$ cat src/rtl/div_pkg.sv
// Shared definitions for the iterative divider: FSM encoding, the
// divide-by-zero quotient constant and the EXE-bus mul_div_op mapping.
package div_pkg;

  typedef enum logic [1:0] {
    DIV_IDLE = 2'd0,
    DIV_ITER = 2'd1,
    DIV_FIX  = 2'd2,
    DIV_DONE = 2'd3
  } div_state_e;

  // Widest supported datapath; the top slices the low WIDTH bits.
  localparam int DIV_MAX_W = 64;

  // Divide-by-zero quotient is all ones regardless of signedness.
  localparam logic [DIV_MAX_W-1:0] DIV_BY_ZERO_Q = '1;

  // mul_div_op index on the EXE bus for the divide family.
  typedef enum logic [1:0] {
    MDU_DIV_W  = 2'd0,
    MDU_MOD_W  = 2'd1,
    MDU_DIV_WU = 2'd2,
    MDU_MOD_WU = 2'd3
  } mul_div_op_e;

  // The .wu variants are the unsigned ones.
  function automatic logic op_is_signed(input mul_div_op_e op);
    return (op == MDU_DIV_W) || (op == MDU_MOD_W);
  endfunction

endpackage

$ cat src/rtl/iter_div_step.sv
// One combinational restoring-division step: shift {rem,quo} left by one,
// trial-subtract the divisor, keep the difference and set the quotient bit
// when there is no borrow.
module div_step #(
  parameter int WIDTH = 32
) (
  input  logic [WIDTH-1:0] rem,
  input  logic [WIDTH-1:0] quo,
  input  logic [WIDTH-1:0] divisor,
  output logic [WIDTH-1:0] rem_next,
  output logic [WIDTH-1:0] quo_next
);

  logic [WIDTH:0]   shifted;
  logic [WIDTH+1:0] trial;
  logic             unused_bits;

  // Trial subtraction with one extra bit to expose the borrow.
  always_comb begin
    shifted = {rem, quo[WIDTH-1]};
    trial   = {1'b0, shifted} - {2'b00, divisor};
    if (trial[WIDTH+1]) begin
      rem_next = shifted[WIDTH-1:0];
      quo_next = {quo[WIDTH-2:0], 1'b0};
    end else begin
      rem_next = trial[WIDTH-1:0];
      quo_next = {quo[WIDTH-2:0], 1'b1};
    end
  end

  // The partial remainder always fits WIDTH bits, so these top bits are
  // zero whenever they would be kept.
  assign unused_bits = shifted[WIDTH] ^ trial[WIDTH];

endmodule

$ cat src/rtl/iter_div_unit.sv
// Multi-cycle radix-2 restoring divider, signed or unsigned per op, with
// valid/ready on both sides, tag pass-through and synchronous flush.
// Optional macro DIV_FAST_PATH_EN: ops with a zero divisor or |a| < |b|
// bypass the iteration and finish in 2 cycles with identical results.
module iter_div_unit
  import div_pkg::*;
#(
  parameter  int WIDTH = 32,
  parameter  int TAG_W = 4,
  localparam int CNT_W = $clog2(WIDTH+1)
) (
  input  logic             clk,
  input  logic             resetn,
  input  logic             flush,
  input  logic             in_valid,
  output logic             in_ready,
  input  logic             in_signed,
  input  logic [WIDTH-1:0] in_dividend,
  input  logic [WIDTH-1:0] in_divisor,
  input  logic [TAG_W-1:0] in_tag,
  output logic             out_valid,
  input  logic             out_ready,
  output logic [WIDTH-1:0] out_quotient,
  output logic [WIDTH-1:0] out_remainder,
  output logic [TAG_W-1:0] out_tag,
  output logic             busy
);

  div_state_e       state, state_n;
  logic [CNT_W-1:0] cnt;
  logic [WIDTH-1:0] rem_r, quo_r, dvsr_r, dividend_r;
  logic [WIDTH-1:0] rem_step, quo_step;
  logic [TAG_W-1:0] tag_r;
  logic             q_neg, r_neg, dz;

  logic             a_neg, b_neg, accept, fast, last_iter;
  logic [WIDTH-1:0] abs_a, abs_b;

  assign in_ready  = resetn && (state == DIV_IDLE) && !flush;
  assign accept    = in_valid && in_ready;
  assign out_valid = (state == DIV_DONE);
  assign busy      = (state != DIV_IDLE);
  assign last_iter = (cnt == CNT_W'(WIDTH-1));

  assign a_neg = in_signed & in_dividend[WIDTH-1];
  assign b_neg = in_signed & in_divisor[WIDTH-1];
  assign abs_a = a_neg ? -in_dividend : in_dividend;
  assign abs_b = b_neg ? -in_divisor  : in_divisor;

`ifdef DIV_FAST_PATH_EN
  // Quotient magnitude is provably zero: skip straight to sign fix-up.
  assign fast = (in_divisor == '0) || (abs_a < abs_b);
`else
  assign fast = 1'b0;
`endif

  div_step #(.WIDTH(WIDTH)) u_step (
    .rem      (rem_r),
    .quo      (quo_r),
    .divisor  (dvsr_r),
    .rem_next (rem_step),
    .quo_next (quo_step)
  );

  // State register.
  always_ff @(posedge clk) begin
    if (!resetn) state <= DIV_IDLE;
    else         state <= state_n;
  end

  // Next-state logic; flush overrides everything.
  always_comb begin
    state_n = state;
    case (state)
      DIV_IDLE: if (accept)    state_n = fast ? DIV_FIX : DIV_ITER;
      DIV_ITER: if (last_iter) state_n = DIV_FIX;
      DIV_FIX:                 state_n = DIV_DONE;
      DIV_DONE: if (out_ready) state_n = DIV_IDLE;
      default:                 state_n = DIV_IDLE;
    endcase
    if (flush) state_n = DIV_IDLE;
  end

  // Operand capture, iteration datapath and result registers.
  always_ff @(posedge clk) begin
    if (!resetn) begin
      cnt           <= '0;
      rem_r         <= '0;
      quo_r         <= '0;
      dvsr_r        <= '0;
      dividend_r    <= '0;
      tag_r         <= '0;
      q_neg         <= 1'b0;
      r_neg         <= 1'b0;
      dz            <= 1'b0;
      out_quotient  <= '0;
      out_remainder <= '0;
      out_tag       <= '0;
    end else if (flush) begin
      cnt <= '0;
    end else begin
      case (state)
        DIV_IDLE: if (accept) begin
          cnt        <= '0;
          dvsr_r     <= abs_b;
          dividend_r <= in_dividend;
          tag_r      <= in_tag;
          q_neg      <= a_neg ^ b_neg;
          r_neg      <= a_neg;
          dz         <= (in_divisor == '0);
          rem_r      <= fast ? abs_a : '0;
          quo_r      <= fast ? '0    : abs_a;
        end
        DIV_ITER: begin
          rem_r <= rem_step;
          quo_r <= quo_step;
          cnt   <= cnt + 1'b1;
        end
        DIV_FIX: begin
          out_quotient  <= dz ? DIV_BY_ZERO_Q[WIDTH-1:0] : (q_neg ? -quo_r : quo_r);
          out_remainder <= dz ? dividend_r : (r_neg ? -rem_r : rem_r);
          out_tag       <= tag_r;
        end
        default: ;
      endcase
    end
  end

endmodule
$ cat config.mk
export PLATFORM = sky130hd
export DESIGN_NAME = iter_div_unit
export DESIGN_NICKNAME = d
export VERILOG_FILES = /design/src/rtl/div_pkg.sv /design/src/rtl/iter_div_step.sv /design/src/rtl/iter_div_unit.sv
export SDC_FILE = /design/constraint.sdc
export NUM_CORES = 1
export LEC_CHECK = 0
export ABC_AREA = 1
export BUFFER_PORTS_ARGS = -buffer_cell sky130_fd_sc_hd__buf_4
export CORE_MARGIN = 2
export CORE_UTILIZATION = 60
export CTS_BUF_LIST = sky130_fd_sc_hd__clkbuf_8
export DETAILED_ROUTE_END_ITERATION = 8
export GPL_ROUTABILITY_DRIVEN = 0
export GPL_TIMING_DRIVEN = 0
export PLACE_DENSITY = 0.77
export REMOVE_ABC_BUFFERS = 1
export SYNTH_ARGS = -nofsm -noshare
export SYNTH_HDL_FRONTEND = slang
export SYNTH_HIERARCHICAL = 1
export SYNTH_SLANG_ARGS = --single-unit
$ cat constraint.sdc
create_clock -name clk -period 5.3 [get_ports clk]
set_input_delay 0.265 -clock clk [delete_from_list [all_inputs] [get_ports clk]]
set_output_delay 0.265 -clock clk [all_outputs]
set_load 0.05 [all_outputs]
==> qor.yml <==
syn_area_per_cell_um2: 6.06
timing.fmax_mhz: 239
drc: 0
clock-skew-final_ns: 0.0342
r2r-end: "out_quotient[9]$_SDFFE_PN0P_"
track_usage_pct: 32.9
vias: 16400
crit_chain: "clkinv_1 > nand2_1 > inv_1 > nand2_1 > o221ai_1 > inv_1"
startpoint_type: "flop"
numCtsBuffers: 38
peakVddDrop_mv: 0.311
hp-class: "input port to flop"
die_height_um: 163
cts_max_path_buffers: 3
drtIter0Drc: 1685
num_rows: 58
grt_pass1_wl_um: 71800
crit_buf_inv: 3
wl_per_cell_um: 15.1
crit_start: "dz$_SDFFE_PN0P_"
htree_levels: 2
post-route-period-util_pct: 79.1
r2r_start: "dz$_SDFFE_PN0P_"
top_usage_layer: "met2"
yosysWarnings: 6
die_width_um: 163
max_stage_delay_ns: 1.25
grt_overflow_total: 0
cts.sinks: 211
grt_max_degree: 114
initial_core_util_pct: 60.9
hpwl_um: 32500
min_to: "dividend_r[1]$_SDFFE_PN0P_"
final_common_cell: "nand2_1"
area_delta_synth_final_pct: 11.6
endpoint_kind: "flop"
critPathSlowestCell: "clkinv_1"
worstPathRequired_ns: 5.80
path_delay_family: "buffers and inverters"
cp.arrival_ns: 4.69
synthFlopType: "dfxtp_1"
powerDensity_nw_per_um2: 277
ys_async_sr_fraction_pct: 0
r2r_cells: 6
worst-path-stages: 6
hold_depth: 3
syn_area_um2: 15200
diodes: 0
fin_setup_tns_ns: 0
worstSkewPairLatency_ns: 0.56
cts_resized: 0
max-slew-margin-rel_pct: 5.97
met2_usage_pct: 52.9
final_layout_size_suffix_gt1_share_pct: 10.7
first_global_vias: 14800
hold_start: "in_dividend[1]"
outcome: "completed"
reg2reg_slack_ns: 1.11
via_per_inst: 5.60
syn_inst: 2518
antenna_found_initial: 0
min_period_ns: 4.19
ys_seq_area_share_pct: 27.7
ios: 145
grtUsageMet1_pct: 45.6
synthDistinctLibCells: 47
tightestPinTransition_ns: 1.41
synth-edff-count: 0
coreArea_um2: 25000
drt_wl_total_um: 44300
setup-violations-final: 0
cts_tree: "yes"
ant_nets: 0
finalHoldViolCount: 0
p_leak_nw: 8.43
maxCapViolations: 0
use_met3_pct: 4.62
portBuffers: 144
path_max_fanout: 34
fin_nets: 2697
maxSlewViolCount: 0
path_class: "flop to flop"
dr.pass1.iters: 6
mostFrequentLayoutCells: "673 x nand2_1, 339 x inv_1, 286 x nor2_1"
dieArea_um2: 26700
holdWs_ns: 0.0146
clkTransAtPathRegs_ns: 0.06
ys_ff_latch: 211
root_buffer: "clkbuf_8"
rsz0062_at_grt: "no"
-- through the flow --
step           utilization [%]  power, mW  std cells  worst slack (ns)  area [um^2]
3_3_place_gp              64.0       2.99       2859             0.303        16000
5_1_grt                   68.0       4.97       2938             0.864        17000
2_1_floorplan                -       2.64       2385              1.82        14500
4_1_cts                   68.0       4.70       2938              1.21        17000
6_report                  68.0       4.71       2938              1.11        17000
3_5_place_dp              64.3       3.01       2862              1.23        16100
-- layer usage --
metal	wire length, um	vias to the layer above	share of wire, %
li1	-	8217	-
met1	20000	7487	45
met2	19800	648	45
met3	3410	88	7.7
met5	0	-	0
met4	1090	0	2.5
-- state kept, by name (all words and copies together), names as in the netlist --
signal and flops:
cnt 6, dvsr_r 32, tag_r 4, rem_r 32, dividend_r 32, out_quotient 32
r_neg 1, out_remainder 32, q_neg 1, state 2, dz 1, out_tag 4
quo_r 32
-- cells by family after synthesis --
| kind of cell | share of synthesized area, % |
|---|---|
| fa+ha+maj | 3.50 |
| compound gates | 18.3 |
| flops | 27.7 |
| xor+xnor | 2.76 |
| simple gates | 34.7 |
| buf+inv | 13.1 |
-- how the worst max path moves through the flow --
stage,to
2_1_floorplan,quo_r[5]$_SDFFE_PN0P_
3_3_place_gp,quo_r[5]$_SDFFE_PN0P_
3_5_place_dp,out_quotient[10]$_SDFFE_PN0P_
4_1_cts,out_quotient[25]$_SDFFE_PN0P_
5_1_grt,out_quotient[21]$_SDFFE_PN0P_
6_report,out_quotient[9]$_SDFFE_PN0P_
-- synth_stat cells, types with 3 or more instances --
cell / count / area, um^2
ha_1: 41 / 513
nor2_1: 286 / 1070
a31oi_1: 16 / 100
and2_1: 10 / 62.6
inv_2: 9 / 33.8
nor3_1: 22 / 110
nand2_4: 3 / 33.8
o31ai_1: 3 / 22.5
o21a_1: 10 / 75.1
nand3b_1: 7 / 52.6
nand3_2: 11 / 110
inv_1: 330 / 1240
a211oi_2: 29 / 363
buf_1: 5 / 18.8
xor2_1: 45 / 394
o21ai_0: 161 / 806
o211ai_1: 8 / 60.1
nand4_1: 27 / 169
clkinv_1: 3 / 11.3
o21bai_1: 5 / 37.5
a21oi_1: 237 / 1190
buf_2: 22 / 110
buf_4: 33 / 248
xnor2_1: 3 / 26.3
nor2_2: 4 / 25.0
nand3_1: 199 / 996
dfxtp_1: 211 / 4220
buf_6: 5 / 56.3
o221ai_1: 9 / 78.8
nand2_1: 673 / 2530
clkbuf_1: 66 / 248
nand2_2: 6 / 37.5
-- area by class of cell --
class / instances / area, um^2
tap: 330 / 413
clock buffer: 44 / 606
multi-input combinational: 1832 / 9030
fill: 2369 / 8010
inverter: 342 / 1290
clock inverter: 23 / 223
sequential: 211 / 4220
timing repair buffer: 156 / 1240
-- worst reg2reg max path, cell delays in order (launching register included) --
cell and delay [ns]:
dfxtp_1 1.24, clkinv_1 1.27, nand2_1 0.61, inv_1 0.56, nand2_1 0.24, o221ai_1 0.12, inv_1 0.10
-- timing repair --
action,CTS,global route
endpoints found under the hold margin,9,0
hold buffers,9,0
buffers inserted,0,0
-- power by group --
part | total (mW) | internal (mW) | switching [mW]
clock network | 1.68 | 0.963 | 0.718
registers | 1.70 | 1.65 | 0.0528
logic | 1.33 | 0.422 | 0.907
total | 4.71 | 3.03 | 1.68
Note: power is estimated with default switching activity, not from simulation.
